===== config.mk =====
export PLATFORM = sky130hd
export DESIGN_NAME = first_edge_bram_arbiter
export DESIGN_NICKNAME = d
export VERILOG_FILES = /design/src/rtl/first_edge_bram_arbiter.sv
export SDC_FILE = /design/constraint.sdc
export NUM_CORES = 1
export LEC_CHECK = 0
export ABC_CLOCK_PERIOD_IN_PS = 23400
export CAP_MARGIN = 20
export CORE_AREA = 8 8 306 308
export CTS_CLUSTER_DIAMETER = 100
export DETAILED_ROUTE_END_ITERATION = 8
export DIE_AREA = 0 0 314 316
export HOLD_SLACK_MARGIN = 0.08
export REMOVE_ABC_BUFFERS = 1
export SLEW_MARGIN = 20
export SYNTH_ARGS = -nofsm -noshare
export SYNTH_HDL_FRONTEND = slang
export SYNTH_SLANG_ARGS = --single-unit

===== constraint.sdc =====
create_clock -name clk -period 23.4 [get_ports clk]
set_input_delay 2.34 -clock clk [delete_from_list [all_inputs] [get_ports clk]]
set_output_delay 2.34 -clock clk [all_outputs]
set_load 0.03 [all_outputs]

===== src/rtl/first_edge_bram_arbiter.sv =====
// Round-robin arbiter sharing one first-edge BRAM read port among CORE_NUM cores.
// Optional performance counters are enabled with `define FIRST_EDGE_ARB_PERF_EN.
module first_edge_bram_arbiter #(
    parameter int FIRST_EDGE_BRAM_AWIDTH = 11,
    parameter int FIRST_EDGE_BRAM_DWIDTH = 32,
    parameter int CORE_NUM               = 16,
    parameter int CORE_NUM_WIDTH         = 4,
    parameter int RD_LATENCY             = 2
) (
    input  logic                                        clk,
    input  logic                                        rst,
    input  logic [CORE_NUM*FIRST_EDGE_BRAM_AWIDTH-1:0]  req_addr,
    input  logic [CORE_NUM-1:0]                         req_valid,
    output logic [CORE_NUM-1:0]                         req_ready,
    output logic [CORE_NUM*FIRST_EDGE_BRAM_DWIDTH-1:0]  rsp_data,
    output logic [CORE_NUM-1:0]                         rsp_valid,
    input  logic [CORE_NUM-1:0]                         rsp_ready,
    output logic                                        bram_en,
    output logic [FIRST_EDGE_BRAM_AWIDTH-1:0]           bram_addr,
    input  logic [FIRST_EDGE_BRAM_DWIDTH-1:0]           bram_dout
`ifdef FIRST_EDGE_ARB_PERF_EN
    ,
    output logic [31:0]                                 perf_grant_cnt,
    output logic [31:0]                                 perf_conflict_cnt
`endif
);

    logic [CORE_NUM-1:0]                   busy;
    logic [CORE_NUM-1:0]                   eligible;
    logic [CORE_NUM-1:0]                   grant_oh;
    logic [CORE_NUM-1:0]                   consume;
    logic [CORE_NUM-1:0]                   capture_oh;
    logic [CORE_NUM_WIDTH-1:0]             rr_ptr;
    logic [CORE_NUM_WIDTH-1:0]             grant_idx;
    logic [CORE_NUM_WIDTH-1:0]             scan_idx;
    logic [CORE_NUM_WIDTH-1:0]             bram_tag;
    logic                                  grant_vld;
    logic [FIRST_EDGE_BRAM_AWIDTH-1:0]     grant_addr;
    logic [RD_LATENCY:0]                   pipe_vld;
    logic [RD_LATENCY:0][CORE_NUM_WIDTH-1:0] pipe_tag;

    assign eligible = req_valid & ~busy;
    assign consume  = rsp_valid & rsp_ready;

    always_comb begin
        grant_vld = 1'b0;
        grant_idx = '0;
        scan_idx  = '0;
        for (int unsigned off = 0; off < CORE_NUM; off++) begin
            scan_idx = CORE_NUM_WIDTH'((32'(rr_ptr) + off) % CORE_NUM);
            if (!grant_vld && eligible[scan_idx]) begin
                grant_vld = 1'b1;
                grant_idx = scan_idx;
            end
        end
    end

    always_comb begin
        grant_oh = '0;
        if (grant_vld) grant_oh[grant_idx] = 1'b1;
    end

    always_comb begin
        capture_oh = '0;
        if (pipe_vld[RD_LATENCY]) capture_oh[pipe_tag[RD_LATENCY]] = 1'b1;
    end

    assign req_ready  = grant_oh;
    assign grant_addr = req_addr[grant_idx*FIRST_EDGE_BRAM_AWIDTH +: FIRST_EDGE_BRAM_AWIDTH];

    // bram_tag travels with bram_en; pipeline stage 0 loads when the BRAM samples the enable.
    always_ff @(posedge clk or posedge rst) begin
        if (rst) begin
            busy      <= '0;
            rr_ptr    <= '0;
            bram_en   <= 1'b0;
            bram_addr <= '0;
            bram_tag  <= '0;
            pipe_vld  <= '0;
            pipe_tag  <= '0;
            rsp_valid <= '0;
            rsp_data  <= '0;
        end else begin
            busy    <= (busy | grant_oh) & ~consume;
            bram_en <= grant_vld;
            if (grant_vld) begin
                rr_ptr    <= (grant_idx == CORE_NUM_WIDTH'(CORE_NUM - 1)) ? '0 : grant_idx + 1'b1;
                bram_addr <= grant_addr;
                bram_tag  <= grant_idx;
            end
            pipe_vld  <= {pipe_vld[RD_LATENCY-1:0], bram_en};
            pipe_tag  <= {pipe_tag[RD_LATENCY-1:0], bram_tag};
            rsp_valid <= (rsp_valid & ~consume) | capture_oh;
            if (pipe_vld[RD_LATENCY])
                rsp_data[pipe_tag[RD_LATENCY]*FIRST_EDGE_BRAM_DWIDTH +: FIRST_EDGE_BRAM_DWIDTH] <= bram_dout;
        end
    end

`ifdef FIRST_EDGE_ARB_PERF_EN
    always_ff @(posedge clk or posedge rst) begin
        if (rst) begin
            perf_grant_cnt    <= '0;
            perf_conflict_cnt <= '0;
        end else begin
            if (grant_vld && perf_grant_cnt != '1)
                perf_grant_cnt <= perf_grant_cnt + 32'd1;
            // Two or more bits set exactly when clearing the lowest set bit leaves something.
            if (((eligible & (eligible - 1'b1)) != '0) && perf_conflict_cnt != '1)
                perf_conflict_cnt <= perf_conflict_cnt + 32'd1;
        end
    end
`endif

endmodule


==> reports/metrics.yaml, run 1 <==
floorplan:
  die_y_um: 316
  rows: 110
  die_w_um: 314
  start_util_pct: 29.6
  die_area_um2: 99200
  core_um2: 89000
  ios: 798
synthesis:
  synth.cell_area_um2: 26300
  yosysWarnings: 0
  synth_edf_count: 0
  ys_types: 81
  synth_area_per_cell_um2: 11.0
  dominantRegCellSynth: "dfrtp_1"
  synthArstFlopShare_pct: 100
  yosysTopAreaCellShare_pct: 55.0
  synth_seq_cells: 579
  ys_top_cells_by_area: "dfrtp_1 (55%), mux2_2 (11%), nand2_1 (6.6%)"
  yosysMostFrequentCell: "dfrtp_1"
  postSynthCellCount: 2398
  synth_common_cells: "dfrtp_1 (579), nand2_1 (466), o21ai_0 (282)"
  yosysTopAreaCell: "dfrtp_1"
  ys_seq_area_share_pct: 55.0
routing:
  vias: 21900
  drc: 0
  firstDrtPassIters: 5
  via_per_inst: 5.02
  drtAntennaViolNets: 0
  drt_iter0_markers: 1539
  wirelength_mm: 115
  post_drt_wl_per_cell_um: 26.3
sta:
  final.min_clock_period_ps: 10380
  skew_ps: 36.2
  slew_headroom_pct: 31.2
  finalHoldViolCount: 0
  period_share_pct: 44.4
  max_freq_mhz: 96.3
  rsz0062_at_grt: "no"
  setup_viol: 0
  slew_violations: 0
  tns_ps: 0
  worstMarginPinSlew_ps: 1030
clock_network:
  cts_resized: 0
  cts-root-buf: "clkbuf_16"
  clk_latency_ps: 620
  cts_sinks: 579
  path_clk_slew_ps: 60
  cts_buffers: 67
  ctsHtreeMaxLevel: 3
  hold_buffers: 0
  post_cts_buffers: 0
  clk_path_buf_depth: 3
  cts_tree: "built"
grt:
  antenna_found_initial: 2
  grt_overflow: 0
  grt_start_max_net_pins: 115
  grtUsageTotal_pct: 22.1
  grt_pass1_vias: 21800
  grt_pass1_wl_mm: 161
min_path:
  min_path_type: "reg -> reg"
  holdPathStages: 0
critical_path:
  cp.arrival_ps: 8040
  worstSetupPathType: "in -> out"
  critical_path.startpoint_type: "primary input"
  cp-end-kind: "output pin"
  ff2ff_setup_slack_ps: 16160
  critPathMaxStageDelay_ps: 760
  rr_worst_depth: 16
  crit_required_ps: 21060
  crit_fanout: 50
  crit_chain: "clkdlybuf4s50_1 -> nor3b_1 -> nor4_1 -> nor4_1 -> mux2i_1 -> or3_1 -> a31oi_1 -> o32a_1 -> o22ai_1 -> nand2_2 -> buf_4 -> nand2b_1 -> nor2_1 -> clkdlybuf4s50_1"
  cpMaxStageDelayCell: "nor4_1"
place:
  place_hpwl_mm: 85.6
  portBuffers: 797
  gp_congestion: 0.889
cells_and_area:
  num-nets-final: 3387
  layout-drive-gt1-share_pct: 15.4
  nFillCells: 8575
  area_growth_syn_to_layout_pct: 43.2
outcome:
  status: "finished clean"
flow_run:
  drv_cap: 0
flip-flops by register name, indices dropped and copies added (netlist names):
| register | flops |
|---|---|
| bram_addr | 11 |
| bram_en | 1 |
| bram_tag | 4 |
| busy | 16 |
| pipe_tag | 12 |
| pipe_vld | 3 |
| rr_ptr | 4 |
| rsp_data | 512 |
| rsp_valid | 16 |
worst max-delay path: cells and delay by family:
family,cells,cell delay (ps)
AO/OA/AOI/OAI,3,570
buffers and inverters,3,1830
multiplexers,1,440
AND/OR/NAND/NOR,7,2810
placed cells by master, fill, tap and decap left out, types with 17 or more instances in the layout:
cell type        Yosys  routed
a21oi_1             30      30
nor4_1              17      17
o22ai_1             24      24
dfrtp_1            579     578
mux2i_1             86      86
nand4_1             20      20
clkdlybuf4s50_1      0     797
o2111a_1            21      21
nand2_1            466     455
clkbuf_16            0      68
nor2_1              52      52
buf_4                7      43
a2bb2oi_1           20      20
mux2_2             266     266
o21ai_0            282     282
inv_1               27      26
nand3_1             52      49
final timing paths:
kind	from	endpoint
max	req_valid[13]	req_ready[4]
min	pipe_vld[1]	pipe_vld[2]
max reg2reg	rr_ptr[1]	bram_addr[4]
min reg2reg	pipe_vld[1]	pipe_vld[2]
max in group asynchronous	rst	rsp_data[117]
min in group asynchronous	rst	rsp_data[96]
cell families after synthesis:
logic type / count (synthesis) / synth area share, %
xor gates and xnor gates: 17 / 0.594
muxes: 363 / 15.5
and+or+nand+nor: 765 / 14.3
adders and majority gates: 16 / 0.760
buffers and inverters: 211 / 3.52
AOI/OAI and AO/OA: 447 / 10.4
DFF: 579 / 55.0
layer usage:
layer  track usage (%)  part of all wire (%)  vias up
li1                  -                     -     9955
met5                 0                     0        -
met4              8.18                   3.8        0
met2              39.1                    50      857
met3              5.50                   7.1      155
met1              25.7                    39    10900
stage by stage:
stage | util, % | setup WS (ps) | cells | hold slack (ps) | instance area [µm²]
final | 42.4 | 13020 | 4355 | 348 | 37700
after global routing | 42.3 | 12650 | 4354 | 353 | 37700
after CTS | 42.3 | 13090 | 4353 | 351 | 37700
after detailed placement | 39.7 | 13110 | 4235 | 336 | 35400
after global placement | 39.7 | 13180 | 4235 | 333 | 35400
after floorplan | - | 4860 | 2219 | 331 | 25500
layout make-up:
class	count	area (µm²)	area share, %
multi-input cells	1608	11000	29.1
repair buffers	841	8330	22.1
well taps	1176	1470	3.90
inverters	32	128	0.338
diodes	1	2.50	0.00664
clock buffers	97	1970	5.23
clock inverters	21	335	0.889
flip-flops and latches	579	14500	38.4
Power of run 1 is left out: the tool's default activity adds up to more than one toggle a clock period on the data nets, which glitch-free logic cannot reach.
==> run 2, diff against run 1 <==
--- a/config.mk
+++ b/config.mk
@@ -5,12 +5,12 @@
 export SDC_FILE = /design/constraint.sdc
 export NUM_CORES = 1
 export LEC_CHECK = 0
-export ABC_CLOCK_PERIOD_IN_PS = 23400
+export ABC_CLOCK_PERIOD_IN_PS = 8400
 export CAP_MARGIN = 20
-export CORE_AREA = 8 8 306 308
+export CORE_AREA = 8 8 305 307
 export CTS_CLUSTER_DIAMETER = 100
 export DETAILED_ROUTE_END_ITERATION = 8
-export DIE_AREA = 0 0 314 316
+export DIE_AREA = 0 0 313 315
 export HOLD_SLACK_MARGIN = 0.08
 export REMOVE_ABC_BUFFERS = 1
 export SLEW_MARGIN = 20
==> constraint.sdc (replaced) <==
create_clock -name clk -period 8.4 [get_ports clk]
set_input_delay 0.84 -clock clk [delete_from_list [all_inputs] [get_ports clk]]
set_output_delay 0.84 -clock clk [all_outputs]
set_load 0.03 [all_outputs]
==> run 2 against run 1 <==
Compared with the run above: non-clock buffer count increased by 2; critical endpoint is now req_ready[1]; worst hold slack lost 2.0 ps; count of clock-buffer cells in the layout fell by 4; die area down 0.63%; via count is 0.36% higher; global-route usage increased by 0.78 points; largest cell class unchanged; sequential share of layout area down 0.16 points; critical path depth unchanged.
==> reports/metrics.yaml, run 2 (same netlist as run 1, synthesis figures left out) <==
grt:
  grtUsageTotal_pct: 22.8  # +0.78 points
  grt_pass1_wl_mm: 167  # +3.3%
  antenna_found_initial: 5  # +3
  grt_pass1_vias: 22100  # +1.7%
  grt_start_max_net_pins: 169  # +47%
  grt_overflow: 0  # unchanged
routing:
  drc: 0  # unchanged
  drtAntennaViolNets: 0  # unchanged
  post_drt_wl_per_cell_um: 26.9  # +2.1%
  via_per_inst: 5.04  # +0.43%
  vias: 21900  # +0.36%
  drt_iter0_markers: 1604  # +4.2%
  firstDrtPassIters: 5  # unchanged
  wirelength_mm: 117  # +2.1%
floorplan:
  ios: 798  # unchanged
  start_util_pct: 29.9  # +0.36 points
  die_y_um: 315  # -0.32%
  die_w_um: 313  # -0.32%
  rows: 109  # -0.91%
  core_um2: 88000  # -1.2%
  die_area_um2: 98600  # -0.63%
critical_path:
  cp-end-kind: "output pin"
  worstReg2RegStart: "rr_ptr[1]"
  worstReg2RegEnd: "bram_addr[8]"
  rr_worst_depth: 14  # -2
  cp.arrival_ps: 6710  # -1330 ps
  ff2ff_setup_slack_ps: 2320  # -13840 ps
  worstSetupPathType: "reg -> out"
  critical_path.startpoint_type: "flip-flop"
  crit_fanout: 30  # -40%
  crit_required_ps: 7560  # -13500 ps
sta:
  tns_ps: 0  # unchanged
  slew_headroom_pct: 27.9  # -3.3 points
  fin_ws_ps: 851  # -12170 ps
  skew_ps: 44.1  # +7.93 ps
  worstMarginPinSlew_ps: 1080  # +51.5 ps
  final.min_clock_period_ps: 7550
  setup_viol: 0  # unchanged
  finalHoldViolCount: 0  # unchanged
  period_share_pct: 89.9
  max_freq_mhz: 132
  slew_violations: 0  # unchanged
  rsz0062_at_grt: "no"
clock_network:
  hold_buffers: 0  # unchanged
  cts_buffers: 68  # +1.5%
  post_cts_buffers: 0  # unchanged
  cts_resized: 0  # unchanged
  cts-root-buf: "clkbuf_16"
  clk_path_buf_depth: 3  # unchanged
  path_clk_slew_ps: 50  # about the same
  cts_sinks: 579  # unchanged
  ctsHtreeMaxLevel: 3  # unchanged
  clk_latency_ps: 640  # +20 ps
  cts_tree: "built"
place:
  portBuffers: 797  # unchanged
  place_hpwl_mm: 87.6  # +2.4%
  dpl_worst_slack_ps: 1410  # -11700 ps
  placedInstanceArea_um2: 35400  # +0.20%
  gp_congestion: 0.922  # +3.8%
cells_and_area:
  layout-drive-gt1-share_pct: 15.6  # +0.22 points
  top_register: "rsp_data"
  final_cell_mix: "clkdlybuf4s50_1 (796), dfrtp_1 (578), nand2_1 (455), o21ai_0 (282), mux2_2 (266)"
  num-nets-final: 3390  # +0.089%
  final_common_cell: "clkdlybuf4s50_1"
  fin_area_um2: 37900  # +0.41%
  largest_register_ffs: 512  # unchanged
  reg_top3: "rsp_data x512, busy x16, rsp_valid x16"
  area_growth_syn_to_layout_pct: 43.8
min_path:
  holdPathStages: 0  # unchanged
  min_path_type: "reg -> reg"
  min_to: "pipe_tag[8]"
  holdCritStartpoint: "pipe_tag[4]"
outcome:
  status: "finished clean"
flow_run:
  drv_cap: 0  # unchanged
[run 2: cell count changes in the layout (fill, tap and decap cells not counted)]
cell             change
bufinv_16            +2
nand3_2              -1
clkbuf_8             -4
clkdlybuf4s50_1      -1
clkinv_2             +3
clkinv_4             +1
buf_12               +3
inv_8                +1
nand3_4              +1
diode_2              +1
inv_16               -1
clkinv_16            +3
[run 2: final cells by class]
type,count,area (µm²)
timing repair buffer,843,8380
fill,8391,50100
inverter,32,128
clock inverter,30,500
sequential,579,14500
multi-input combinational,1608,11000
antenna,2,5.00
clock buffer,93,1920
tap,1165,1460
[run 2: stage by stage]
step	cells	hold slack [ps]	util [%]
5_1_grt	4352	351	43.1
3_5_place_dp	4227	335	40.3
6_report	4352	346	43.1
4_1_cts	4350	348	43.0
2_1_floorplan	2219	331	-
3_3_place_gp	4226	333	40.3
[run 2: worst max path at each step]
stage	cells past startpoint	end	from	slack, ps
global route	15	req_ready[11]	rr_ptr[2]	570
CTS	15	req_ready[11]	rr_ptr[2]	930
floorplan	1	bram_addr[0]	rst	-8640
detailed placement	14	req_ready[11]	req_valid[11]	1410
global placement	13	req_ready[0]	req_valid[11]	1440
finish	14	req_ready[1]	rr_ptr[1]	850
[run 2: critical path, cell delays in order (launching register included)]
cell	delay (ps)
dfrtp_1	350
buf_4	340
ha_1	340
xor2_1	750
nor4_1	110
nor4_1	850
mux2_2	450
nor4_2	120
a32o_1	250
nor4_1	480
o22a_1	570
ha_1	240
nand2_1	120
nor3_1	310
clkdlybuf4s50_1	790
[run 2: per-layer routing]
metal  vias to the layer above  global-route usage, %  wire (µm)
met3                       201                   6.00       8210
met5                         -                      0          0
li1                       9959                      -          -
met1                     10900                   27.2      46300
met2                       878                   39.1      57100
met4                         0                   9.37       5360
Power of run 2 is left out for the same reason.
==> run 3, diff against run 2 <==
--- a/config.mk
+++ b/config.mk
@@ -7,10 +7,11 @@
 export LEC_CHECK = 0
 export ABC_CLOCK_PERIOD_IN_PS = 8400
 export CAP_MARGIN = 20
-export CORE_AREA = 8 8 305 307
+export CORE_AREA = 8 8 306 308
 export CTS_CLUSTER_DIAMETER = 100
 export DETAILED_ROUTE_END_ITERATION = 8
-export DIE_AREA = 0 0 313 315
+export DIE_AREA = 0 0 314 316
+export DONT_BUFFER_PORTS = 1
 export HOLD_SLACK_MARGIN = 0.08
 export REMOVE_ABC_BUFFERS = 1
 export SLEW_MARGIN = 20
==> run 3 against run 2 <==
Compared with the run above: clock skew fell by 0.62 ps; non-clock buffer count decreased by 802; critical path type unchanged; sequential share of layout area grew 11 points; design area down 22%; critical endpoint is now req_ready[3]; flip-flop and latch count did not move; critical path depth unchanged.
==> reports/metrics.yaml, run 3 (same netlist as run 1, synthesis figures left out) <==
critical_path:
  cp.arrival_ps: 6850  # +140 ps
  critPathMaxStageDelay_ps: 1010  # +160 ps
  crit_fanout: 24  # -20%
  rr_worst_depth: 15  # +1
  critical_path.startpoint_type: "flip-flop"
  cpMaxStageDelayCell: "ha_1"
  cp_common_cell: "ha_1"
  worstReg2RegEnd: "busy[3]"
  ff2ff_setup_slack_ps: 1850  # -470 ps
  crit_chain: "clkinv_1 -> ha_1 -> nor4bb_1 -> nor4_2 -> o22ai_1 -> or2_1 -> or4_4 -> nor4_4 -> a22oi_1 -> o22a_1 -> inv_2 -> ha_1 -> nand2_1 -> nor3_1"
  crit_required_ps: 7560  # about the same
  worstSetupPathType: "reg -> out"
  worstReg2RegStart: "rr_ptr[1]"
  cp-end-kind: "output pin"
floorplan:
  ios: 798  # unchanged
  start_util_pct: 29.6  # -0.36 points
  die_y_um: 316  # +0.32%
  die_w_um: 314  # +0.32%
  die_area_um2: 99200  # +0.64%
  rows: 110  # +0.92%
  core_um2: 89000  # +1.2%
routing:
  drc: 0  # unchanged
  firstDrtPassIters: 5  # unchanged
  drt_iter0_markers: 1735  # +8.2%
  post_drt_wl_per_cell_um: 29.0  # +8.1%
  via_per_inst: 5.39  # +7.0%
  wirelength_mm: 103  # -12%
  vias: 19200  # -13%
  drtAntennaViolNets: 0  # unchanged
sta:
  setup_viol: 0  # unchanged
  period_share_pct: 91.6  # +1.7 points
  slew_headroom_pct: 29.3  # +1.4 points
  max_freq_mhz: 130  # -1.9%
  slew_violations: 0  # unchanged
  finalHoldViolCount: 0  # unchanged
  rsz0062_at_grt: "no"
  fin_ws_ps: 706  # -144 ps
  skew_ps: 43.5  # -0.617 ps
  worstMarginPinSlew_ps: 1050  # -28.7 ps
  final.min_clock_period_ps: 7690  # +144 ps
grt:
  grt_pass1_vias: 19100  # -14%
  grtUsageTotal_pct: 19.9  # -3.0 points
  grtUsageMet2_pct: 34.0  # -5.1 points
  grt_start_max_net_pins: 138  # -18%
  met3_usage_pct: 6.97  # +0.97 points
  grt_busiest_layer: "met2"
  grt_overflow: 0  # unchanged
  antenna_found_initial: 7  # +2
  use_met1_pct: 22.4  # -4.8 points
  grt_pass1_wl_mm: 146  # -12%
place:
  portBuffers: 0  # -100%
  place_hpwl_mm: 76.1  # -13%
  dpl_worst_slack_ps: 1440  # +21.9 ps
  gp_congestion: 0.925  # +0.25%
clock_network:
  cts_buffers: 66  # -2.9%
  clk_latency_ps: 620  # -20 ps
  clk_path_buf_depth: 3  # unchanged
  cts_sinks: 579  # unchanged
  cts_tree: "built"
  cts_resized: 0  # unchanged
  path_clk_slew_ps: 60  # about the same
  post_cts_buffers: 0  # unchanged
  ctsHtreeMaxLevel: 3  # unchanged
  hold_buffers: 0  # unchanged
  cts-root-buf: "clkbuf_16"
cells_and_area:
  seqCellArea_um2: 14500  # unchanged
  multi_input_area_um2: 11000  # +0.19%
  num-nets-final: 2586  # -24%
  layout-drive-gt1-share_pct: 20.4  # +4.9 points
  nFillCells: 8961  # +6.8%
  final_cell_mix: "dfrtp_1 (578), nand2_1 (455), o21ai_0 (282), mux2_2 (266), mux2i_1 (86)"
  final_common_cell: "dfrtp_1"
  top_register: "rsp_data"
  largest_register_ffs: 512  # unchanged
  area_growth_syn_to_layout_pct: 12.5
  reg_top3: "rsp_data x512, busy x16, rsp_valid x16"
min_path:
  min_path_type: "in -> reg"
  holdPathStages: 1  # +1
  min_to: "busy[12]"
  holdCritStartpoint: "rsp_ready[12]"
flow_run:
  drv_cap: 0  # unchanged
outcome:
  status: "finished clean"
-- run 3: cell types whose count changed in the layout (fill, tap and decap cells not counted), moves of 3 or more --
cell | previous run | this run
clkdlybuf4s50_1 | 796 | 0
bufinv_16 | 7 | 1
buf_4 | 43 | 39
clkinvlp_4 | 1 | 4
diode_2 | 2 | 5
-- run 3: area by class of cell --
type	instances	area share [%]
clock inverters	24	1.02
repair buffers	41	1.12
flip-flops and latches	579	48.9
clock buffers	93	6.32
diodes	5	0.0422
inverters	32	0.431
well taps	1176	4.97
multi-input cells	1608	37.2
-- run 3: critical path, delay by kind of cell, from the launching register on --
kind | cells | cell delay, ps
AO/OA/AOI/OAI | 3 | 730
adder cells (fa/ha/maj) | 2 | 1330
buffers and inverters | 2 | 680
flip-flops | 1 | 350
AND/OR/NAND/NOR | 7 | 3150
-- run 3: worst max path at each step --
stage / slack (ps) / startpoint / to
floorplan: -8640 / rst / bram_addr[0]
finish: 710 / rr_ptr[1] / req_ready[3]
global route: 490 / rr_ptr[1] / req_ready[3]
CTS: 730 / rr_ptr[1] / req_ready[2]
detailed placement: 1440 / rr_ptr[1] / req_ready[2]
global placement: 1490 / rr_ptr[1] / req_ready[2]
-- run 3: stage by stage --
step / TNS [ps] / cell area, µm² / utilization, % / std cells / hold WS [ps]
2_1_floorplan: -5002260 / 25500 / - / 2219 / 331
3_3_place_gp: 0 / 27400 / 30.8 / 3436 / 333
3_5_place_dp: 0 / 27400 / 30.8 / 3436 / 336
4_1_cts: 0 / 29600 / 33.2 / 3553 / 262
5_1_grt: 0 / 29600 / 33.3 / 3558 / 269
6_report: 0 / 29600 / 33.3 / 3558 / 301
-- run 3: routing by layer --
| metal | vias up | wire [µm] |
|---|---|---|
| li1 | 8352 | - |
| met1 | 9624 | 37400 |
| met2 | 1014 | 50600 |
| met3 | 190 | 10500 |
| met4 | 0 | 4910 |
| met5 | - | 0 |
Power of run 3 is left out for the same reason.
